[src/rtl/serializer_arbiter.sv]
// serializer_arbiter: round-robin arbiter that grants one requester at a time a
// framed serial line and serializes the granted word itself.
// Frame: start bit (0), WIDTH data bits LSB first, optional even parity bit, stop bit (1).
// Each bit is held for CLKS_PER_BIT clocks.
//
// Ports:
//   clk      - rising-edge clock
//   rst_n    - synchronous active-low reset
//   req      - per-requester request, held until granted
//   data     - packed requester words; requester i on [i*WIDTH +: WIDTH]
//   grant    - one-hot, one-cycle pulse marking the accepted word
//   ser_out  - serial line, idles high
//   busy     - high while a frame is on the line
//   done     - one-cycle pulse in the idle cycle after a stop bit
module serializer_arbiter #(
    parameter int unsigned NREQ         = 4,
    parameter int unsigned WIDTH        = 8,
    parameter int unsigned PARITY       = 1,
    parameter int unsigned CLKS_PER_BIT = 1
) (
    input  logic                    clk,
    input  logic                    rst_n,
    input  logic [NREQ-1:0]         req,
    input  logic [NREQ*WIDTH-1:0]   data,
    output logic [NREQ-1:0]         grant,
    output logic                    ser_out,
    output logic                    busy,
    output logic                    done
);

    localparam int unsigned PW = (NREQ > 1) ? $clog2(NREQ) : 1;
    localparam int unsigned BW = (WIDTH > 1) ? $clog2(WIDTH) : 1;
    localparam int unsigned DW = (CLKS_PER_BIT > 1) ? $clog2(CLKS_PER_BIT) : 1;

    typedef enum logic [2:0] {StIdle, StStart, StData, StPar, StStop} state_e;

    state_e             state_q, state_d;
    logic [PW-1:0]      ptr_q, ptr_d;
    logic [BW-1:0]      bit_q, bit_d;
    logic [DW-1:0]      div_q, div_d;
    logic [WIDTH-1:0]   shreg_q, shreg_d;
    logic               par_q, par_d;
    logic [NREQ-1:0]    grant_q, grant_d;
    logic               ser_q, ser_d;
    logic               busy_q, busy_d;
    logic               done_q, done_d;

    logic               found;
    logic [PW-1:0]      win;
    logic [WIDTH-1:0]   win_word;
    logic [WIDTH-1:0]   shreg_next;
    logic               bit_end;
    int                 idx;

    // Round-robin search: first set request at or above ptr, wrapping.
    always_comb begin
        found    = 1'b0;
        win      = '0;
        win_word = '0;
        idx      = 0;
        for (int k = 0; k < int'(NREQ); k++) begin
            idx = int'(ptr_q) + k;
            if (idx >= int'(NREQ)) idx = idx - int'(NREQ);
            if (!found && req[idx]) begin
                found    = 1'b1;
                win      = PW'(idx);
                win_word = data[idx*WIDTH +: WIDTH];
            end
        end
    end

    assign bit_end    = (div_q == DW'(CLKS_PER_BIT - 1));
    assign shreg_next = shreg_q >> 1;

    // ser_d is the value the line shows in the next cycle, so every output stays registered.
    always_comb begin
        state_d = state_q;
        ptr_d   = ptr_q;
        bit_d   = bit_q;
        div_d   = '0;
        shreg_d = shreg_q;
        par_d   = par_q;
        grant_d = '0;
        ser_d   = ser_q;
        busy_d  = busy_q;
        done_d  = 1'b0;

        if (state_q != StIdle) begin
            div_d = bit_end ? '0 : div_q + DW'(1);
        end

        unique case (state_q)
            StIdle: begin
                ser_d  = 1'b1;
                busy_d = 1'b0;
                if (found) begin
                    grant_d = NREQ'(1) << win;
                    shreg_d = win_word;
                    par_d   = ^win_word;
                    ptr_d   = (win == PW'(NREQ - 1)) ? '0 : win + PW'(1);
                    ser_d   = 1'b0;
                    busy_d  = 1'b1;
                    state_d = StStart;
                end
            end
            StStart: begin
                if (bit_end) begin
                    state_d = StData;
                    ser_d   = shreg_q[0];
                end
            end
            StData: begin
                if (bit_end) begin
                    if (bit_q == BW'(WIDTH - 1)) begin
                        bit_d = '0;
                        if (PARITY != 0) begin
                            state_d = StPar;
                            ser_d   = par_q;
                        end else begin
                            state_d = StStop;
                            ser_d   = 1'b1;
                        end
                    end else begin
                        bit_d   = bit_q + BW'(1);
                        shreg_d = shreg_next;
                        ser_d   = shreg_next[0];
                    end
                end
            end
            StPar: begin
                if (bit_end) begin
                    state_d = StStop;
                    ser_d   = 1'b1;
                end
            end
            StStop: begin
                if (bit_end) begin
                    state_d = StIdle;
                    busy_d  = 1'b0;
                    done_d  = 1'b1;
                    ser_d   = 1'b1;
                end
            end
            default: state_d = StIdle;
        endcase
    end

    always_ff @(posedge clk) begin
        if (!rst_n) begin
            state_q <= StIdle;
            ptr_q   <= '0;
            bit_q   <= '0;
            div_q   <= '0;
            shreg_q <= '0;
            par_q   <= 1'b0;
            grant_q <= '0;
            ser_q   <= 1'b1;
            busy_q  <= 1'b0;
            done_q  <= 1'b0;
        end else begin
            state_q <= state_d;
            ptr_q   <= ptr_d;
            bit_q   <= bit_d;
            div_q   <= div_d;
            shreg_q <= shreg_d;
            par_q   <= par_d;
            grant_q <= grant_d;
            ser_q   <= ser_d;
            busy_q  <= busy_d;
            done_q  <= done_d;
        end
    end

    assign grant   = grant_q;
    assign ser_out = ser_q;
    assign busy    = busy_q;
    assign done    = done_q;

endmodule

[config.mk]
export PLATFORM = sky130hd
export DESIGN_NAME = serializer_arbiter
export DESIGN_NICKNAME = d
export VERILOG_FILES = /design/src/rtl/serializer_arbiter.sv
export SDC_FILE = /design/constraint.sdc
export NUM_CORES = 1
export LEC_CHECK = 0
export CORE_ASPECT_RATIO = 0.9
export CORE_MARGIN = 2
export CORE_UTILIZATION = 45
export CTS_CLUSTER_SIZE = 28
export DETAILED_ROUTE_END_ITERATION = 16
export PLACE_DENSITY = 0.7
export RECOVER_POWER = 100
export SLEW_MARGIN = 20
export SYNTH_ARGS = -nofsm -noshare
export SYNTH_HDL_FRONTEND = slang
export SYNTH_SLANG_ARGS = --single-unit
[constraint.sdc]
create_clock -name clk -period 8.35 [get_ports clk]
set_input_delay 2.0875 -clock clk [delete_from_list [all_inputs] [get_ports clk]]
set_output_delay 2.0875 -clock clk [all_outputs]
set_load 0.02 [all_outputs]
==> impl_metrics.tcl, run 1 <==
set metrics [dict create \
    r2r_slack_ps 3010 \
    seqCellArea_um2 501.7 \
    hold_path_class "reg -> reg" \
    ant_nets 0 \
    cts.sinks 25 \
    drt-wirelength-per-cell_um 16.40 \
    grt_pass1_wl_mm 9.873 \
    yosysSeqAreaShare_pct 19.65 \
    final-instance-count-excl-fill 358 \
    drive_above_1_share_pct 13.06 \
    peakVddDrop_uv 285.6 \
    p_leak_nw 1.080 \
    grtUsageTotal_pct 18.84 \
    netlist_instances 264 \
    cts_made_buffers 3 \
    num_vias 2223 \
    antenna_found_initial 0 \
    cts_hold_buf 0 \
    wl_mm 5.872 \
    synth_ff_type "dfxtp_1" \
    fillCellCount 472 \
    max_freq_mhz 187.3 \
    max-slew-margin-rel_pct 36.44 \
    rr_endpoint "shreg_q[1]$_SDFFE_PN0P_" \
    ys_ff_latch 25 \
    required_ps 8540 \
    drt-initial-drc-count 113 \
    period_needed_ps 5339 \
    core_area_um2 5349 \
    drc 0 \
    cts_tree "done" \
    pwr-share-seq_pct 17.5 \
    use_met2_pct 31.36 \
    antenna_cells 0 \
    power_density_nw_per_um2 352.8 \
    cts_root_buffer "clkbuf_8" \
    period_share_pct 63.94 \
    path_clk_slew_ps 90 \
    area_growth_pct 17.98 \
    switching_share_pct 44.37 \
    internal_power_mw 0.5899 \
    switchingPower_mw 0.4704 \
    dp_cells 354 \
    ys_types 48 \
    synth_area_leaders "mux4_2 (25%), dfxtp_1 (20%), mux2i_1 (11%), ha_1 (3.4%), o21ai_0 (3.3%)" \
    first_pass_iters 4 \
    crit_fanout 21 \
    async_flop_share_pct 0 \
    portBuffers 44 \
    ioPinCount 45 \
    max_cap_viol_count 0 \
    yosys.area.top_type "mux4_2" \
    combPwrFrac_pct 75.9 \
    fp.dieH_um 75.38 \
    grt_pass1_vias 2079 \
    synthTopCellsByCount "mux4_2 (28), mux2i_1 (27), dfxtp_1 (25), o21ai_0 (17), nor2_1 (16)" \
    r2r-start "ptr_q[1]$_SDFFE_PN0P_" \
    setup_viol_count_final 0 \
    die-area_um2 6280 \
    power_frac_clock_pct 6.5 \
    insertion_delay_ps 260 \
    drt-vias-per-instance 6.209 \
    skew_ps 7.168 \
    synthesis.area_um2 2547 \
    setup-tns-final_ps 0 \
    grt_max_degree 57 \
    synth-edff-count 0 \
    crit_path_start "ptr_q[1]$_SDFFE_PN0P_" \
    synth_top_area_share_pct 24.75 \
    reg2regPathDepth 10 \
    start_util_pct 47.63 \
    status "complete, no violations" \
    rsz0062_at_grt "false" \
    htree_levels 1 \
    rows 25 \
    crit_type "reg -> reg" \
    tightest_slew_ps 953.5 \
    cp-endpoint "shreg_q[1]$_SDFFE_PN0P_" \
    worst_setup_path_end_kind "register" \
    hold_viol_final 0 \
    yosysMostFrequentCell "mux4_2" \
    syn_avg_cell_area_um2 9.649 \
    place.gp.congestion 0.8456 \
    cts_resized 0 \
    multiInputGateArea_um2 1874 \
    grt.busiest_layer "met2" \
    hpwl_mm 4.325 \
    nets 337 \
    cts_setup_buffers 0 \
    grt-ovfl-total 0 \
    met1_usage_pct 27.13 \
    synth_fp_nets 309 \
    ctsLongestPathBuffers 2 \
    slew_violations 0 \
    cp-start-kind "register" \
    yosysWarningCount 0 \
    gr-usage-met3_pct 2.275 \
    die_w_um 83.31 \
    worstPathArrival_ps 5520 \
]
==> stage by stage <==
stage | setup slack [ps] | power (mW) | area [um^2] | util, % | hold slack, ps
6_report | 3011 | 1.060 | 3005 | 56.19 | 454.2
5_1_grt | 2457 | 1.150 | 3005 | 56.19 | 489.0
4_1_cts | 3345 | 1.077 | 3025 | 56.56 | 460.2
3_5_place_dp | 3279 | 1.006 | 2980 | 55.72 | 441.1
3_3_place_gp | 3328 | 0.9946 | 2980 | 55.72 | 433.8
2_1_floorplan | 4260 | 0.8643 | 2547 | - | 424.4
==> kinds of logic (layout without fill, tap and decap cells) <==
family | Yosys count | after routing | share of synthesized area, %
xor gates and xnor gates | 9 | 9 | 3.094
adders and majority gates | 7 | 7 | 3.438
and+or+nand+nor | 57 | 57 | 11.35
DFF | 25 | 25 | 19.65
buffers and inverters | 36 | 63 | 6.139
other | 1 | 1 | 0.1472
AOI/OAI and AO/OA | 72 | 72 | 19.94
muxes | 57 | 57 | 36.25
==> routing by layer <==
layer	part of all wire (%)	routed length [um]	up-vias
li1	-	-	1071
met1	49	2859	1066
met3	4.8	284	8
met5	0	0	-
met2	45	2655	78
met4	1.3	74	0
==> worst min path at each step <==
stage,startpoint,to,slack [ps],cells past startpoint
6_report,shreg_q[2]$_SDFFE_PN0P_,shreg_q[2]$_SDFFE_PN0P_,450,2
3_3_place_gp,shreg_q[4]$_SDFFE_PN0P_,shreg_q[4]$_SDFFE_PN0P_,430,2
5_1_grt,shreg_q[2]$_SDFFE_PN0P_,shreg_q[2]$_SDFFE_PN0P_,490,2
2_1_floorplan,shreg_q[2]$_SDFFE_PN0P_,shreg_q[2]$_SDFFE_PN0P_,420,2
3_5_place_dp,shreg_q[2]$_SDFFE_PN0P_,shreg_q[2]$_SDFFE_PN0P_,440,2
4_1_cts,shreg_q[2]$_SDFFE_PN0P_,shreg_q[2]$_SDFFE_PN0P_,460,2
==> sequential cells by signal (all words and copies together), names as in the netlist <==
| name | count |
|---|---|
| shreg_q | 8 |
| done | 1 |
| state_q | 3 |
| busy | 1 |
| ptr_q | 2 |
| bit_q | 3 |
| div_q | 1 |
| ser_out | 1 |
| par_q | 1 |
| grant | 4 |
==> layout by cell type (no fill, tap or decap), drive strengths merged, types with 2 or more instances in the layout <==
cell type / synthesis / routed
a21oi: 13 / 13
and2: 2 / 2
nand2: 14 / 14
clkdlybuf4s50: 0 / 36
mux2: 2 / 2
xor2: 2 / 2
dfxtp: 25 / 25
nor2: 16 / 16
o21ai: 19 / 19
xnor2: 7 / 7
nand2b: 6 / 6
o221ai: 8 / 8
mux2i: 27 / 27
inv: 12 / 12
clkbuf: 12 / 5
a211oi: 8 / 8
nand3: 3 / 3
o31ai: 2 / 2
mux4: 28 / 28
o32ai: 9 / 9
nor2b: 5 / 5
dlygate4sd3: 0 / 8
a21boi: 4 / 4
nor3: 2 / 2
ha: 7 / 7
or2: 3 / 3
o22ai: 3 / 3
==> power by group through the flow <==
stage / Combinational, mW / Sequential [mW] / Clock [mW]
floorplan: 0.679 / 0.185 / 0
global placement: 0.807 / 0.188 / 0
detailed placement: 0.817 / 0.189 / 0
CTS: 0.820 / 0.186 / 0.0709
global route: 0.885 / 0.191 / 0.0745
finish: 0.805 / 0.186 / 0.0694
==> final cells by class <==
cell class | count | area share, %
Multi-Input combinational cell | 203 | 62.36
Sequential cell | 25 | 16.69
Timing Repair Buffer | 46 | 15.03
Tap cell | 67 | 2.789
Inverter | 13 | 1.624
Clock buffer | 4 | 1.499
==> critical path, stage by stage (launching register included) <==
cell	delay, ps
dfxtp_1	910
clkinv_1	590
ha_1	1090
mux4_2	460
or2_0	480
nor3_1	350
nor4_1	80
clkbuf_1	250
nor3b_1	810
nand2_1	120
o21ai_0	100
Power figures use the tool's default switching activity.
==> inputs of run 2 (changes only) <==
==> constraint.sdc (replaced) <==
create_clock -name clk -period 5.6 [get_ports clk]
set_input_delay 1.4 -clock clk [delete_from_list [all_inputs] [get_ports clk]]
set_output_delay 1.4 -clock clk [all_outputs]
set_load 0.02 [all_outputs]
==> run 2 against run 1 <==
  * Flip-flop and latch count unchanged
  * Clock power increased by 54%
  * First-iteration DRC count decreased by 22%
  * Clock-buffer cell count decreased by 1
  * Non-clock buffer count increased by 1
  * Power increased by 51%
  * Final cell count increased by 0.28%
  * Largest cell class unchanged
  * Sequential power increased by 60%
==> impl_metrics.tcl, run 2 (synthesis gave the netlist of run 1 again) <==
set metrics [dict create \
    cts_tree "done" \
    core_area_um2 5349 \
    drt-vias-per-instance 6.025 \
    final_common_cell "clkdlybuf4s50_1" \
    dp_slack_ps 990.7 \
    cts_made_buffers 3 \
    required_ps 5750 \
    cts_root_buffer "clkbuf_8" \
    grt_max_degree 39 \
    skew_ps 9.861 \
    portBuffers 44 \
    largest-register "shreg_q" \
    first_pass_iters 4 \
    drt-wirelength-per-cell_um 16.22 \
    ioPinCount 45 \
    hpwl_mm 4.408 \
    cts_setup_buffers 0 \
    die_w_um 83.31 \
    antenna_found_initial 0 \
    crit_family "buffers and inverters" \
    rows 25 \
    cts_hold_buf 0 \
    grt_pass1_vias 2091 \
    min_to "shreg_q[6]$_SDFFE_PN0P_" \
    drt-initial-drc-count 88 \
    drc 0 \
    hold_path_startpoint "shreg_q[6]$_SDFFE_PN0P_" \
    critical_path_depth 11 \
    antenna_cells 0 \
    hold_path_class "reg -> reg" \
    worst_setup_path_end_kind "register" \
    dp_cells 355 \
    num_vias 2163 \
    grt-ovfl-total 0 \
    r2r_slack_ps 960 \
    insertion_delay_ps 270 \
    final-instance-count-excl-fill 359 \
    drive_above_1_share_pct 14.38 \
    setup-tns-final_ps 0 \
    cp-start-kind "register" \
    grt_pass1_wl_mm 10.02 \
    max_freq_mhz 215.5 \
    nets 338 \
    slowest_delay_ps 870 \
    cts.sinks 25 \
    crit_top_cell "xnor2_1" \
    final_core_util_pct 56.61 \
    period_share_pct 82.87 \
    path_clk_slew_ps 90 \
    power_density_nw_per_um2 529.1 \
    start_util_pct 47.63 \
    worstPathArrival_ps 4790 \
    rsz0062_at_grt "false" \
    reg2regPathDepth 11 \
    crit_chain "clkinv_1 -> ha_1 -> buf_4 -> mux4_2 -> nand2b_1 -> a21oi_1 -> o32ai_1 -> xnor2_1 -> xnor2_1 -> xnor2_1 -> a21oi_1" \
    crit_slowest_cell "dfxtp_1" \
    crit_type "reg -> reg" \
    period_needed_ps 4641 \
    max-slew-margin-rel_pct 39.26 \
    slew_violations 0 \
    hold_viol_final 0 \
    cts_resized 0 \
    fp.dieH_um 75.38 \
    layout_common_cells "clkdlybuf4s50_1 (36), mux4_2 (28), mux2i_1 (27)" \
    wl_mm 5.823 \
    rr_endpoint "par_q$_SDFFE_PN0P_" \
    place.gp.congestion 0.8973 \
    largest_register_ffs 8 \
    tightest_slew_ps 909.1 \
    fillCellCount 493 \
    area_growth_pct 18.86 \
    max_cap_viol_count 0 \
    crit_fanout 19 \
    grtUsageTotal_pct 19.17 \
    ctsLongestPathBuffers 2 \
    ant_nets 0 \
    finalPower_mw 1.602 \
    htree_levels 1 \
    status "complete, no violations" \
    p_leak_nw 1.088 \
    r2r-start "ptr_q[1]$_SDFFE_PN0P_" \
    cp.buffers_inverters 2 \
    hold_depth 2 \
    die-area_um2 6280 \
    peakVddDrop_uv 288.8 \
    worst_slack_ps 959.0 \
    setup_viol_count_final 0 \
]
==> run 2: worst max path at each step <==
stage | startpoint | slack, ps | end
3_3_place_gp | ptr_q[1]$_SDFFE_PN0P_ | 1140 | par_q$_SDFFE_PN0P_
6_report | ptr_q[1]$_SDFFE_PN0P_ | 960 | par_q$_SDFFE_PN0P_
4_1_cts | ptr_q[1]$_SDFFE_PN0P_ | 990 | par_q$_SDFFE_PN0P_
2_1_floorplan | req[2] | 2200 | shreg_q[7]$_SDFFE_PN0P_
5_1_grt | ptr_q[1]$_SDFFE_PN0P_ | 540 | shreg_q[4]$_SDFFE_PN0P_
3_5_place_dp | ptr_q[1]$_SDFFE_PN0P_ | 990 | par_q$_SDFFE_PN0P_
==> run 2: final cells by class <==
| cell class | instances | area [um^2] | area share, % |
|---|---|---|---|
| Clock inverter | 1 | 7.507 | 0.2479 |
| Multi-Input combinational cell | 203 | 1886 | 62.27 |
| Clock buffer | 3 | 41.29 | 1.364 |
| Sequential cell | 25 | 501.7 | 16.57 |
| Inverter | 13 | 48.80 | 1.612 |
| Tap cell | 67 | 83.83 | 2.769 |
| Timing Repair Buffer | 47 | 459.2 | 15.17 |
==> run 2: metrics by stage <==
step           cell area, um^2  hold slack [ps]
3_5_place_dp              2988            441.5
4_1_cts                   3037            462.2
2_1_floorplan             2547            424.4
3_3_place_gp              2988            434.6
5_1_grt                   3028            489.6
6_report                  3028            459.7
==> run 2: worst reg2reg max path, stage by stage (launching register included) <==
cell and delay, ps:
dfxtp_1 870, clkinv_1 560, ha_1 600, buf_4 320, mux4_2 580, nand2b_1 380
a21oi_1 120, o32ai_1 490, xnor2_1 150, xnor2_1 220, xnor2_1 150, a21oi_1 80
==> run 2: where the power goes <==
group | internal (mW) | switching [mW] | leakage, nW
Sequential | 0.235 | 0.0627 | 0.206
Combinational | 0.603 | 0.594 | 0.860
Clock | 0.0503 | 0.0567 | 0.0217
Total | 0.889 | 0.713 | 1.09
==> run 2: routing by layer <==
metal	wire (um)	vias to the layer above	global-route usage [%]
met5	0	-	0
met4	59	0	3.279
met3	300	6	2.925
met2	2662	66	32.53
met1	2801	1012	26.87
li1	-	1079	-
==> inputs of run 3 (changes only) <==
--- a/config.mk
+++ b/config.mk
@@ -10,7 +10,7 @@
 export CORE_UTILIZATION = 45
 export CTS_CLUSTER_SIZE = 28
 export DETAILED_ROUTE_END_ITERATION = 16
-export PLACE_DENSITY = 0.7
+export PLACE_DENSITY = 0.73
 export RECOVER_POWER = 100
 export SLEW_MARGIN = 20
 export SYNTH_ARGS = -nofsm -noshare
==> constraint.sdc (replaced) <==
create_clock -name clk -period 4 [get_ports clk]
set_input_delay 1 -clock clk [delete_from_list [all_inputs] [get_ports clk]]
set_output_delay 1 -clock clk [all_outputs]
set_load 0.02 [all_outputs]
==> run 3 against run 2 <==
  * Final area grew 1.5%
  * Clock skew shrank 8.4 ps
  * Register-to-register slack lost 230 ps
  * Largest power group unchanged
  * Hold slack gained 8.2 ps
  * First-iteration DRC count grew 14%
==> impl_metrics.tcl, run 3 (synthesis gave the netlist of run 1 again) <==
set metrics [dict create \
    status "complete, no violations" \
    drt-initial-drc-count 100 \
    wl_mm 5.829 \
    setup_viol_count_final 0 \
    first_pass_iters 4 \
    skew_ps 1.503 \
    final_area_um2 3074 \
    p_leak_nw 1.127 \
    insertion_delay_ps 260 \
    fp.dieH_um 75.38 \
    period_needed_ps 3595 \
    period_share_pct 89.88 \
    max-slew-margin-rel_pct 53.60 \
    tightest_slew_ps 689.7 \
    grt_pass1_vias 2083 \
    grt_pass1_wl_mm 9.660 \
    hold_path_startpoint "shreg_q[3]$_SDFFE_PN0P_" \
    hold_depth 2 \
    cts.sinks 25 \
    ant_nets 0 \
    grtUsageTotal_pct 18.58 \
    hold_path_class "reg -> reg" \
    cp-start-kind "primary input" \
    drive_above_1_share_pct 16.39 \
    ctsLongestPathBuffers 2 \
    cts_tree "done" \
    layout_common_cells "clkdlybuf4s50_1 (35), mux4_2 (28), mux2i_1 (27)" \
    antenna_found_initial 0 \
    crit_fanout 13 \
    final_common_cell "clkdlybuf4s50_1" \
    setup-tns-final_ps 0 \
    crit_type "in -> reg" \
    required_ps 4150 \
    core_area_um2 5349 \
    reg2regPathDepth 10 \
    place_area_um2 3040 \
    area_growth_pct 20.68 \
    drt-wirelength-per-cell_um 15.93 \
    worst_setup_path_end_kind "register" \
    slew_violations 0 \
    place.gp.congestion 0.8713 \
    cts_resized 0 \
    r2r_slack_ps 730 \
    ioPinCount 45 \
    rsz0062_at_grt "false" \
    cts_hold_buf 0 \
    hold_slack_ps 467.9 \
    rr_endpoint "par_q$_SDFFE_PN0P_" \
    drc 0 \
    min_to "shreg_q[3]$_SDFFE_PN0P_" \
    rows 25 \
    start_util_pct 47.63 \
    path_clk_slew_ps 80 \
    max_cap_viol_count 0 \
    grt_max_degree 36 \
    r2r-start "ptr_q[1]$_SDFFE_PN0P_" \
    cts_root_buffer "clkbuf_8" \
    hold_viol_final 0 \
    worstPathArrival_ps 3740 \
    nets 345 \
    peakVddDrop_uv 364.9 \
    grt-ovfl-total 0 \
    drt-vias-per-instance 6.057 \
    die_w_um 83.31 \
    max_freq_mhz 278.2 \
    finalPower_mw 2.266 \
    cts_made_buffers 3 \
    die-area_um2 6280 \
    portBuffers 44 \
    htree_levels 1 \
    num_vias 2217 \
    largest_register_ffs 8 \
    largest-register "shreg_q" \
    hpwl_mm 4.425 \
    power_density_nw_per_um2 737.1 \
    final_core_util_pct 57.47 \
    antenna_cells 0 \
    cts_setup_buffers 0 \
]
[run 3: worst max-delay path by stage]
stage / cells after the start / to / from
after floorplan: 14 / par_q$_SDFFE_PN0P_ / ptr_q[0]$_SDFFE_PN0P_
after global placement: 11 / par_q$_SDFFE_PN0P_ / req[1]
after detailed placement: 9 / par_q$_SDFFE_PN0P_ / req[0]
after CTS: 9 / par_q$_SDFFE_PN0P_ / req[1]
after global routing: 9 / par_q$_SDFFE_PN0P_ / req[1]
final: 9 / par_q$_SDFFE_PN0P_ / req[1]
[run 3: report_power, final]
part	total (mW)	switching, mW	internal, mW
clock	0.148	0.0782	0.0696
sequential	0.375	0.0455	0.329
combinational	1.74	0.866	0.878
total	2.27	0.989	1.28
[run 3: worst max-delay path: stages]
cell and delay (ps):
dlygate4sd3_1 630, mux4_2 530, or2_4 330, a211o_1 400, o32ai_1 280, xnor2_1 190
xnor2_1 150, xnor2_1 140, a21oi_1 80
[run 3: area by class of cell]
class / count / area, um^2
Fill cell: 462 / 2275
Multi-Input combinational cell: 203 / 1882
Timing Repair Buffer: 54 / 511.7
Sequential cell: 25 / 501.7
Tap cell: 67 / 83.83
Inverter: 13 / 48.80
Clock buffer: 3 / 41.29
Clock inverter: 1 / 5.005
[run 3: stage by stage]
stage	setup slack [ps]	std cells
4_1_cts	586.6	366
3_3_place_gp	373.7	362
3_5_place_dp	304.9	362
2_1_floorplan	718.8	264
6_report	404.9	366
5_1_grt	242.0	366
[run 3: routing by layer]
layer  share of wire [%]  track usage, %  vias up
li1                    -               -     1094
met1                  46           25.19     1044
met3                 5.4           2.492        4
met2                  48           33.51       75
met5                   0               0        -
met4                0.58           2.004        0
